`src/rtl/frac_stepper_pkg.sv`:
```
// Shared constants for the fractional source stepper: alignment modes and
// controller state encodings.
package frac_stepper_pkg;

  localparam logic [1:0] MODE_LEFT   = 2'd0;
  localparam logic [1:0] MODE_CENTRE = 2'd1;
  localparam logic [1:0] MODE_RIGHT  = 2'd2;

  typedef enum logic [1:0] {
    ST_IDLE   = 2'd0,
    ST_DIVIDE = 2'd1,
    ST_RUN    = 2'd2
  } state_e;

endpackage

```
`src/rtl/frac_stepper_div.sv`:
```
// Restoring unsigned divider, one quotient bit per cycle. A req restarts it
// (aborting any divide in flight); ack pulses once the NW-bit quotient is final.
module frac_stepper_div #(
  parameter int unsigned NW = 26,
  parameter int unsigned DW = 10
) (
  input  logic          clk,
  input  logic          reset,
  input  logic          req_i,
  input  logic [NW-1:0] dividend_i,
  input  logic [DW-1:0] divisor_i,
  output logic          ack_o,
  output logic [NW-1:0] quot_o,
  output logic          dz_o
);

  localparam int unsigned CW = $clog2(NW + 1);

  logic [NW-1:0] dvd_q, quo_q;
  logic [DW-1:0] dvs_q, rem_q;
  logic [CW-1:0] cnt_q;
  logic          busy_q, ack_q, dz_q;
  logic [DW:0]   shifted, trial;

  // The partial remainder stays below the divisor, so DW+1 bits hold the
  // shifted value and the top bit of the difference is the borrow.
  always_comb begin
    shifted = {rem_q, dvd_q[NW-1]};
    trial   = shifted - {1'b0, dvs_q};
  end

  always_ff @(posedge clk) begin
    if (reset) begin
      dvd_q  <= '0;
      quo_q  <= '0;
      dvs_q  <= '0;
      rem_q  <= '0;
      cnt_q  <= '0;
      busy_q <= 1'b0;
      ack_q  <= 1'b0;
      dz_q   <= 1'b0;
    end else if (req_i) begin
      dvd_q  <= dividend_i;
      dvs_q  <= divisor_i;
      quo_q  <= '0;
      rem_q  <= '0;
      cnt_q  <= '0;
      busy_q <= 1'b1;
      ack_q  <= 1'b0;
      dz_q   <= (divisor_i == '0);
    end else begin
      ack_q <= 1'b0;
      if (busy_q) begin
        dvd_q <= {dvd_q[NW-2:0], 1'b0};
        if (!trial[DW]) begin
          rem_q <= trial[DW-1:0];
          quo_q <= {quo_q[NW-2:0], 1'b1};
        end else begin
          rem_q <= shifted[DW-1:0];
          quo_q <= {quo_q[NW-2:0], 1'b0};
        end
        cnt_q <= cnt_q + 1'b1;
        if (cnt_q == CW'(NW - 1)) begin
          busy_q <= 1'b0;
          ack_q  <= 1'b1;
        end
      end
    end
  end

  assign ack_o  = ack_q;
  assign quot_o = dz_q ? '1 : quo_q;
  assign dz_o   = dz_q;

endmodule

```
`src/rtl/frac_stepper.sv`:
```
// Fractional source-stepping engine: divides num/den into a fixed-point step,
// then walks destination slots reporting source pixel advances and phases.
module frac_stepper
  import frac_stepper_pkg::*;
#(
  parameter int unsigned BITWIDTH  = 10,
  parameter int unsigned FRACWIDTH = 16
) (
  input  logic                 clk,
  input  logic                 reset,
  input  logic [BITWIDTH-1:0]  num,
  input  logic [BITWIDTH-1:0]  den,
  input  logic [BITWIDTH-1:0]  limit,
  input  logic [BITWIDTH-1:0]  span,
  input  logic [1:0]           mode,
  input  logic                 newfraction,
  output logic                 ready,
  output logic                 err,
  input  logic                 step_reset,
  input  logic                 step_in,
  output logic                 step_out,
  output logic [BITWIDTH-1:0]  whole,
  output logic [FRACWIDTH-1:0] fraction,
  output logic                 blank
);

  localparam int unsigned W = BITWIDTH + FRACWIDTH;

  state_e               state_q;
  logic [BITWIDTH-1:0]  num_q, limit_q, span_q, off_q, dpos_q;
  logic [1:0]           mode_q;
  logic [W-1:0]         step_q, spos_q;
  logic [BITWIDTH:0]    nidx_q;
  logic                 done_q;
  logic                 ready_q, err_q, step_out_q, blank_q;
  logic [BITWIDTH-1:0]  whole_q;
  logic [FRACWIDTH-1:0] fraction_q;

  logic                 div_ack, div_dz;
  logic [W-1:0]         div_quot;
  logic [BITWIDTH-1:0]  off_d, dpos_d;
  logic                 done_d, restart;

  frac_stepper_div #(
    .NW(W),
    .DW(BITWIDTH)
  ) u_div (
    .clk       (clk),
    .reset     (reset),
    .req_i     (newfraction),
    .dividend_i({num, {FRACWIDTH{1'b0}}}),
    .divisor_i (den),
    .ack_o     (div_ack),
    .quot_o    (div_quot),
    .dz_o      (div_dz)
  );

  // Difference taken one bit wider so an image larger than the span shows
  // up as a borrow and collapses the offset to zero.
  function automatic logic [BITWIDTH-1:0] lead_offset(
    input logic [BITWIDTH-1:0] s,
    input logic [BITWIDTH-1:0] n,
    input logic [1:0]          m
  );
    logic [BITWIDTH:0]   diff;
    logic [BITWIDTH-1:0] res;
    diff = {1'b0, s} - {1'b0, n};
    res  = '0;
    if (!diff[BITWIDTH]) begin
      case (m)
        MODE_CENTRE: res = diff[BITWIDTH:1];
        MODE_RIGHT:  res = diff[BITWIDTH-1:0];
        default:     res = '0;
      endcase
    end
    return res;
  endfunction

  always_comb begin
    off_d   = lead_offset(span_q, num_q, mode_q);
    dpos_d  = dpos_q + 1'b1;
    done_d  = (num_q == '0) || div_dz;
    restart = ((state_q == ST_DIVIDE) && div_ack) ||
              ((state_q == ST_RUN) && step_reset);
  end

  always_ff @(posedge clk) begin
    if (reset) begin
      state_q    <= ST_IDLE;
      num_q      <= '0;
      limit_q    <= '0;
      span_q     <= '0;
      mode_q     <= MODE_LEFT;
      off_q      <= '0;
      dpos_q     <= '0;
      step_q     <= '0;
      spos_q     <= '0;
      nidx_q     <= '0;
      done_q     <= 1'b0;
      ready_q    <= 1'b0;
      err_q      <= 1'b0;
      step_out_q <= 1'b0;
      whole_q    <= '0;
      fraction_q <= '0;
      blank_q    <= 1'b1;
    end else begin
      step_out_q <= 1'b0;
      if (newfraction) begin
        num_q   <= num;
        limit_q <= limit;
        span_q  <= span;
        mode_q  <= mode;
        err_q   <= (den == '0) || (num < den);
        ready_q <= 1'b0;
        blank_q <= 1'b1;
        state_q <= ST_DIVIDE;
      end else if (restart) begin
        state_q    <= ST_RUN;
        ready_q    <= 1'b1;
        step_q     <= div_quot;
        spos_q     <= '0;
        dpos_q     <= '0;
        nidx_q     <= '0;
        whole_q    <= '0;
        done_q     <= done_d;
        off_q      <= off_d;
        blank_q    <= 1'b1;
        fraction_q <= '0;
      end else if ((state_q == ST_RUN) && step_in) begin
        if (off_q != '0) begin
          off_q      <= off_q - 1'b1;
          blank_q    <= 1'b1;
          fraction_q <= '0;
        end else if (done_q) begin
          blank_q    <= 1'b1;
          fraction_q <= '0;
        end else begin
          dpos_q <= dpos_d;
          if (dpos_d == num_q) done_q <= 1'b1;
          if (dpos_q >= spos_q[W-1:FRACWIDTH]) begin
            if (nidx_q > {1'b0, limit_q}) begin
              done_q     <= 1'b1;
              blank_q    <= 1'b1;
              fraction_q <= '0;
            end else begin
              step_out_q <= 1'b1;
              fraction_q <= spos_q[FRACWIDTH-1:0];
              whole_q    <= nidx_q[BITWIDTH-1:0];
              nidx_q     <= nidx_q + 1'b1;
              spos_q     <= spos_q + step_q;
              blank_q    <= 1'b0;
            end
          end else begin
            blank_q    <= 1'b0;
            fraction_q <= '0;
          end
        end
      end else if (step_in) begin
        blank_q <= 1'b1;
      end
    end
  end

  assign ready    = ready_q;
  assign err      = err_q;
  assign step_out = step_out_q;
  assign whole    = whole_q;
  assign fraction = fraction_q;
  assign blank    = blank_q;

endmodule
```
`config.mk`:
```
export PLATFORM = sky130hd
export DESIGN_NAME = frac_stepper
export DESIGN_NICKNAME = d
export VERILOG_FILES = /design/src/rtl/frac_stepper_pkg.sv /design/src/rtl/frac_stepper_div.sv /design/src/rtl/frac_stepper.sv
export SDC_FILE = /design/constraint.sdc
export NUM_CORES = 1
export LEC_CHECK = 0
export CAP_MARGIN = 10
export CORE_MARGIN = 2
export CORE_UTILIZATION = 30
export CTS_CLUSTER_DIAMETER = 40
export DETAILED_ROUTE_END_ITERATION = 8
export GPL_TIMING_DRIVEN = 1
export PLACE_DENSITY = 0.56
export SLEW_MARGIN = 15
export SYNTH_ARGS = -nofsm -noshare
export SYNTH_HDL_FRONTEND = slang
export SYNTH_SLANG_ARGS = --single-unit
```
`constraint.sdc`:
```
create_clock -name clk -period 6.38 [get_ports clk]
set_input_delay 1.914 -clock clk [delete_from_list [all_inputs] [get_ports clk]]
set_output_delay 1.914 -clock clk [all_outputs]
set_load 0.1 [all_outputs]
```
==> run metrics, run 1 <==
DR vias/cell=4.99; initial antenna violation count=0; Worst-Margin Slew=1080 ps; share of cells above drive strength 1=6.61%; commonest non-fill, non-tap cell in the layout=dfxtp_1; CORE AREA=36800 um2; number of clock sinks=211; Port Buffers=76; GRT Total Usage=14.3%; hold slack=458 ps; commonest non-fill, non-tap cells in the layout=dfxtp_1 (210), nor2_1 (192), o21ai_0 (118); H-Tree Level Count=2; Critical Path AT=4700 ps; sequential cell area fraction in the yosys report=37.5%; gr ovfl total=0; startpoint types=input pin; TritonCTS buffer count=36; CP Class=input pin to flop; Hold Buf Count CTS=0; Reg-to-Reg Start=u_div.dvd_q[25]; top post-synthesis cells by area=dfxtp_1 (38%), ha_1 (9.0%), mux2i_1 (7.6%); synth warn=0; count of cell types in the netlist=61; GPL Wtd Cong=0.808; I/O pins=77; die width=198 um; Die Span Y=198 um; CTS tree=done; setup ws final=2110 ps; vias in the first global route=9069; DRT antenna net count=0; synthesized area=11300 um2; critical path startpoint=step_reset; Crit path required time=6820 ps; Setup Total Neg Slack=0 ps; Synth async-reset ratio=0%; min cycle time layout=4270 ps; Setup WS pre-CTS=1670 ps; die area=39100 um2; Rows=70; max_slew headroom=27.9%; final setup fails=0; first-pass GRT wire length=45900 um; Tcrit/Tclk final=66.9%; maximum fanout along the worst path=29; CTS resizes=0; total iterations of the first detailed-routing run=5; leading area contributor after synthesis=dfxtp_1; Fmax=0.234 GHz; Final Hold Violating Endpoints=0; WL per Instance=14.7 um; clk_lat worst skew=530 ps; final clock skew=20.9 ps; Vias=9433; Syn Area/Cell=8.40 um2; Layout area overhead=20.9%; Root Buffer=clkbuf_16; DRC Markers=0; DPL Wire Length=19300 um; ANT cells=0; Hold Crit Start=u_div.dvd_q[16]; initial core utilization=30.6%; number of synthesized register bits=211; pwr/cell area=263 nW/um2; synthesized instance count=1341; dominant synthesized flop cell=dfxtp_1; run status=completed; Post-synth EDFFs=0; RSZ-0062 raised after global routing=false; largest net degree at the start of global routing=81; worst hold path class=flop to flop; Starting DRT DRC Count=510; # Post-CTS Setup Buffers=0; Synth top area share=37.5%; maxcap violations=0; Post-Syn Nets=1472; Slew Viols, Final=0; Nets=1525; Detailed Route WL=27800 um; Clock Path Buffers=3; Worst setup EP type=flop; Max IR drop VDD=158 uV; clk slew on worst S/H paths=50 ps; leakage=5.46 nW
worst max-delay path, cell delays in order:
cell,delay (ps)
clkdlybuf4s50_1,430
nand2_1,110
o21a_1,150
buf_4,280
nor2_1,70
buf_4,230
or2_2,420
a31oi_1,820
nand2_1,140
o21ai_0,110
cell families (layout without fill, tap and decap cells):
group / count (synthesis) / count (layout) / share of synthesized area [%]
simple gates: 394 / 394 / 16.5
compound gates: 361 / 361 / 19.3
flops: 211 / 211 / 37.5
buf+inv: 148 / 229 / 5.05
mux: 88 / 88 / 7.84
fa+ha+maj: 84 / 84 / 9.53
xor+xnor: 55 / 55 / 4.28
worst paths after layout:
path / end / slack [ps] / depth (start not counted)
worst max-delay path: spos_q[23] / 2110 / 10
worst min-delay path: u_div.dvd_q[16] / 460 / 2
worst max register to register: u_div.rem_q[1] / 3240 / 12
worst min register to register: u_div.dvd_q[16] / 460 / 2
final cells by class:
type / instances / area, um2
flip-flops and latches: 211 / 4230
inverters: 78 / 293
well taps: 468 / 586
clock inverters: 21 / 228
multi-input cells: 982 / 6480
clock buffers: 45 / 985
repair buffers: 85 / 823
fillers: 3762 / 23200
cells in the mapped netlist (29+ instances only):
library cell,instances
dfxtp_1,211
nor2_1,192
o21ai_0,118
a21oi_1,107
mux2i_1,86
ha_1,81
inv_1,78
nand2_1,60
clkbuf_1,59
xnor2_1,38
a22oi_1,35
nor3_1,29
routing by layer:
layer | wire [um] | GRT usage, % | share of wire, % | up-vias
met4 | 467 | 4.12 | 1.7 | 0
met5 | 0 | 0 | 0 | -
met2 | 12700 | 23.7 | 46 | 153
met3 | 957 | 2.16 | 3.4 | 27
li1 | - | - | - | 4860
met1 | 13700 | 19.1 | 49 | 4393
flip-flops by register name, indices dropped and copies added (netlist names), 2 cells and up:
name and flops:
u_div.quo_q 26, u_div.rem_q 10, spos_q 26, u_div.dvd_q 10, fraction 16, nidx_q 11
dpos_q 10, mode_q 2, limit_q 10, u_div.dvs_q 10, u_div.cnt_q 5, step_q 26
off_q 10, whole 10, num_q 10, span_q 10
per-stage QoR:
step	instance area [um2]	std cells	total power, mW	util [%]
global placement	12400	1824	1.69	33.7
floorplan	11300	1341	1.61	-
finish	13600	1890	3.58	37.0
global route	13600	1890	3.74	37.0
CTS	13600	1890	3.63	37.0
detailed placement	12400	1824	1.70	33.7
where the power goes:
part	switching, mW	internal, mW
combinational	0.166	0.136
clock	0.710	1.20
sequential	0.0243	1.34
No activity file was read; power rests on OpenSTA's default activity.
==> run 2: changes to the inputs <==
--- a/config.mk
+++ b/config.mk
@@ -11,7 +11,7 @@
 export CTS_CLUSTER_DIAMETER = 40
 export DETAILED_ROUTE_END_ITERATION = 8
 export GPL_TIMING_DRIVEN = 1
-export PLACE_DENSITY = 0.56
+export PLACE_DENSITY = 0.58
 export SLEW_MARGIN = 15
 export SYNTH_ARGS = -nofsm -noshare
 export SYNTH_HDL_FRONTEND = slang
==> constraint.sdc (replaced) <==
create_clock -name clk -period 3.7 [get_ports clk]
set_input_delay 1.11 -clock clk [delete_from_list [all_inputs] [get_ports clk]]
set_output_delay 1.11 -clock clk [all_outputs]
set_load 0.1 [all_outputs]
==> run 2 against run 1 <==
- via count up 1.1%
- sequential share of layout area down 0.074 points
- clock skew down 3.7 ps
- combinational power up 72%
- highest routed layer unchanged
- clock-buffer cell count down 5
- global-route usage up 0.15 points
- sequential cell count unchanged
- non-clock buffer count up 11
==> run metrics, run 2 (same netlist as run 1, synthesis figures left out) <==
WL per Instance=14.6 um (was 14.7 um); largest net degree at the start of global routing=101 (was 81); Worst setup EP type=flop (unchanged); Max IR drop VDD=254 uV (was 158 uV); hold slack=471 ps (was 458 ps); DR vias/cell=5.02 (was 4.99); GRT Total Usage=14.4% (was 14.3%); Clock Path Buffers=3 (unchanged); final total power=6.23 mW (was 3.58 mW); CORE AREA=36800 um2 (unchanged); startpoint types=flop (was input pin); Hold Buf Count CTS=0 (unchanged); DPL Wire Length=19500 um (was 19300 um); initial antenna violation count=0 (unchanged); run status=completed (unchanged); Final Hold Violating Endpoints=0 (unchanged); final setup fails=0 (unchanged); number of clock sinks=211 (unchanged); Tcrit/Tclk final=82.6%; maxcap violations=0 (unchanged); clk_lat worst skew=520 ps (was 530 ps); leakage=5.59 nW (was 5.46 nW); CTS resizes=0 (unchanged); ANT cells=0 (unchanged); worst hold path class=flop to flop (unchanged); commonest non-fill, non-tap cells in the layout=dfxtp_1 (210), nor2_1 (192), o21ai_0 (118) (unchanged); Setup Total Neg Slack=0 ps (unchanged); initial core utilization=30.6% (unchanged); Die Span Y=198 um (unchanged); # Post-CTS Setup Buffers=0 (unchanged); RSZ-0062 raised after global routing=false (unchanged); Detailed Route WL=27800 um (about the same); Vias=9536 (was 9433); Fill cells=3719 (was 3762); TritonCTS buffer count=36 (unchanged); Worst-Margin Slew=1050 ps (was 1080 ps); Rows=70 (unchanged); Starting DRT DRC Count=624 (was 510); Nets=1536 (was 1525); Crit path required time=4140 ps (was 6820 ps); vias in the first global route=9190 (was 9069); Critical Path AT=3490 ps (was 4700 ps); max_slew headroom=30.1% (was 27.9%); Root Buffer=clkbuf_16 (unchanged); area of the multi-input gates=6470 um2 (was 6480 um2); I/O pins=77 (unchanged); Setup WS pre-CTS=163 ps (was 1670 ps); commonest non-fill, non-tap cell in the layout=dfxtp_1 (unchanged); Slew Viols, Final=0 (unchanged); final clock skew=17.2 ps (was 20.9 ps); die width=198 um (unchanged); min cycle time layout=3060 ps; GPL Wtd Cong=0.814 (was 0.808); die area=39100 um2 (unchanged); Layout area overhead=21.2% (was 20.9%); pwr/cell area=456 nW/um2 (was 263 nW/um2); total iterations of the first detailed-routing run=7 (was 5); CTS tree=done (unchanged); Storage cell area=4230 um2 (unchanged); maximum fanout along the worst path=10 (was 29); clk slew on worst S/H paths=50 ps (about the same); Fmax=0.327 GHz; first-pass GRT wire length=46500 um (was 45900 um); DRT antenna net count=0 (unchanged); Largest regs=spos_q (26), step_q (26), u_div.quo_q (26) (unchanged); H-Tree Level Count=2 (unchanged); CP Class=flop to flop (was input pin to flop); setup ws final=644 ps (was 2110 ps); DRC Markers=0 (unchanged); Port Buffers=76 (unchanged); gr ovfl total=0 (unchanged); share of cells above drive strength 1=9.44% (was 6.61%)
## run 2: changes by cell type in the layout (fill, tap and decap cells not counted), moves of 2 or more
cell,change
buf_12,+2
clkdlybuf4s50_1,-30
clkbuf_1,-4
clkbuf_8,-2
buf_4,+39
clkinv_4,+2
## run 2: final timing paths
kind / from / endpoint / slack (ps) / cells after the start
min: u_div.dvd_q[16] / u_div.dvd_q[16] / 470 / 2
min reg2reg: u_div.dvd_q[16] / u_div.dvd_q[16] / 470 / 2
max: u_div.dvd_q[25] / u_div.rem_q[0] / 640 / 12
max reg2reg: u_div.dvd_q[25] / u_div.rem_q[0] / 640 / 12
## run 2: metal layers
layer	share of wire [%]	track usage (%)
met1	48	18.2
met2	47	24.8
met3	4.0	2.84
met4	1.9	4.12
met5	0	0
## run 2: cell type report
type,instances,area share (%)
tap,468,4.29
inverter,78,2.15
sequential,211,31.0
timing repair buffer,96,6.27
clock buffer,40,7.09
multi-input combinational,982,47.4
clock inverter,23,1.82
## run 2: where the power goes
part	internal, mW	switching (mW)	leakage [nW]	total (mW)
clock	2.12	1.22	0.600	3.35
sequential	2.32	0.0456	1.71	2.36
combinational	0.240	0.279	3.27	0.519
## run 2: worst max-delay path: stages (launching register included)
cell and delay, ps:
dfxtp_1 320, inv_1 50, ha_1 200, fa_1 400, nor2b_1 130, o21ai_0 100, a21boi_0 230, o21ai_0 150
a21oi_1 320, mux2i_1 190, nor2_4 370, mux2_2 380, o21ai_0 120
## run 2: metrics by stage
stage                     area, um2  utilization (%)  instances
after global routing          13600             37.1       1898
after global placement        12400             33.8       1835
final                         13600             37.1       1898
after floorplan               11300                -       1341
after detailed placement      12400             33.8       1835
after CTS                     13600             37.1       1898
==> edit (flow settings as in run 1) <==
Add an input register stage for `limit` and `mode`, cleared by the reset; this delays them by one clock. The other inputs are not delayed to match.
--- a/src/rtl/frac_stepper.sv
+++ b/src/rtl/frac_stepper.sv
@@ -25,6 +25,19 @@
 );
 
   localparam int unsigned W = BITWIDTH + FRACWIDTH;
+
+  logic [BITWIDTH-1:0] limit_r;
+  logic [1:0] mode_r;
+
+  always_ff @(posedge clk) begin
+    if (reset) begin
+      limit_r <= '0;
+      mode_r  <= '0;
+    end else begin
+      limit_r <= limit;
+      mode_r  <= mode;
+    end
+  end
 
   state_e               state_q;
   logic [BITWIDTH-1:0]  num_q, limit_q, span_q, off_q, dpos_q;
@@ -107,9 +120,9 @@
       step_out_q <= 1'b0;
       if (newfraction) begin
         num_q   <= num;
-        limit_q <= limit;
+        limit_q <= limit_r;
         span_q  <= span;
-        mode_q  <= mode;
+        mode_q  <= mode_r;
         err_q   <= (den == '0) || (num < den);
         ready_q <= 1'b0;
         blank_q <= 1'b1;
Check against the original RTL: no difference found for any inputs over 4 cycles, from zero or initial values and one cycle with reset high; that may be too few to reach the edited logic, so the function may still have changed.
==> edit against run 1 <==
- design area increased by 6.7%
- power increased by 12%
- synthesized cell count increased by 6.0%
- critical path depth decreased by 1
- area after synthesis increased by 5.0%
- wire length increased by 7.9%
- sequential cell count increased by 12
- global-route usage increased by 0.22 points
- worst setup slack improved by 78 ps
- critical path type unchanged
- highest routed layer unchanged
==> edit: results (changes against run 1) <==
[status]
outcome=finished clean

[hold_path]
hold_end=u_div.dvd_q[16]
min_path_cells=2  ; unchanged

[setup_path]
worstPathMaxFanout=40  ; +38%
cp.arrival_ps=4650  ; -50 ps
rrSetupSlack_ps=3200  ; -40 ps
reg2reg_to=u_div.rem_q[5]
worstRegToRegCells=11  ; -1
endpoint=spos_q[25]

[timing]
fin_skew_ps=17.5  ; -3.45 ps
post-route-min-period_ps=4190  ; -77.8 ps
tightestPinTransition_ps=1030  ; -49.2 ps

[grt]
grt_max_degree=80  ; -1.2%
track_usage_pct=14.5  ; +0.22 points
grt_pass1_vias=9579  ; +5.6%
grt_pass1_wl_mm=49.1  ; +6.8%

[placement]
gp_congestion=0.852  ; +5.5%
dp_hpwl_mm=20.9  ; +8.2%
place_ws_ps=1620  ; -49.3 ps
dp.cells=1957  ; +7.3%

[pwr]
ir_drop_mv=0.142  ; -10%
leakagePower_nw=5.65  ; +3.4%

[synth]
synthCells=1422  ; +6.0%
yosysSeqAreaShare_pct=37.7  ; +0.24 points
synth.distinct_cells=66  ; +8.2%
synthTopCellsByArea=dfxtp_1 (38%), ha_1 (8.6%), mux2i_1 (7.4%), nor2_1 (6.3%), o21ai_0 (5.2%)
synth_common_cells=dfxtp_1 (223), nor2_1 (200), o21ai_0 (122)

[detailed_routing]
drtIter0Drc=536  ; +5.1%
vias=9999  ; +6.0%
wirelength_mm=29.9  ; +7.9%
via_per_inst=4.92  ; -1.4%

[clock_network]
numCtsBuffers=41  ; +14%

[cells_and_area]
num-fill-cells=3923  ; +4.3%
final_layout_size_suffix_gt1_share_pct=7.07  ; +0.46 points

-- edit: routing by layer --
layer / part of all wire [%] / global-route usage [%]
met5: 0 / 0
met4: 3.0 / 5.68
met3: 4.0 / 2.13
met2: 44 / 23.2
met1: 48 / 19.5
-- edit: critical path, cell delays in order --
cell	delay (ps)
clkdlybuf4s50_1	470
a21oi_2	130
buf_4	370
nor2_1	70
buf_4	260
or2_2	410
a31oi_1	740
nor2_1	90
a2bb2oi_1	170
-- edit: cell families after synthesis --
| kind of cell | share of synthesized area [%] |
|---|---|
| xor gates and xnor gates | 3.18 |
| and+or+nand+nor | 18.0 |
| DFF | 37.7 |
| buffers and inverters | 5.17 |
| muxes | 7.65 |
| adders and majority gates | 9.08 |
| AOI/OAI and AO/OA | 19.2 |
-- edit: final cells by class --
class / count / area [um^2] / area share [%]
clock buffer: 52 / 1150 / 7.90
clock inverter: 23 / 293 / 2.01
inverter: 91 / 342 / 2.35
multi-input combinational: 1037 / 6790 / 46.7
sequential: 223 / 4470 / 30.7
tap: 518 / 648 / 4.46
timing repair buffer: 88 / 846 / 5.82
-- edit: report_power, final --
part           leakage (nW)  internal [W]  switching, W
Clock                 0.690       0.00149      0.000765
Combinational          3.15      0.000136      0.000167
Sequential             1.81       0.00142     0.0000255
-- edit: per-stage QoR --
stage	hold slack [ps]	instance area (um^2)
finish	460	14500
global route	484	14500
CTS	460	14500
detailed placement	454	13100
global placement	447	13100
floorplan	436	11800
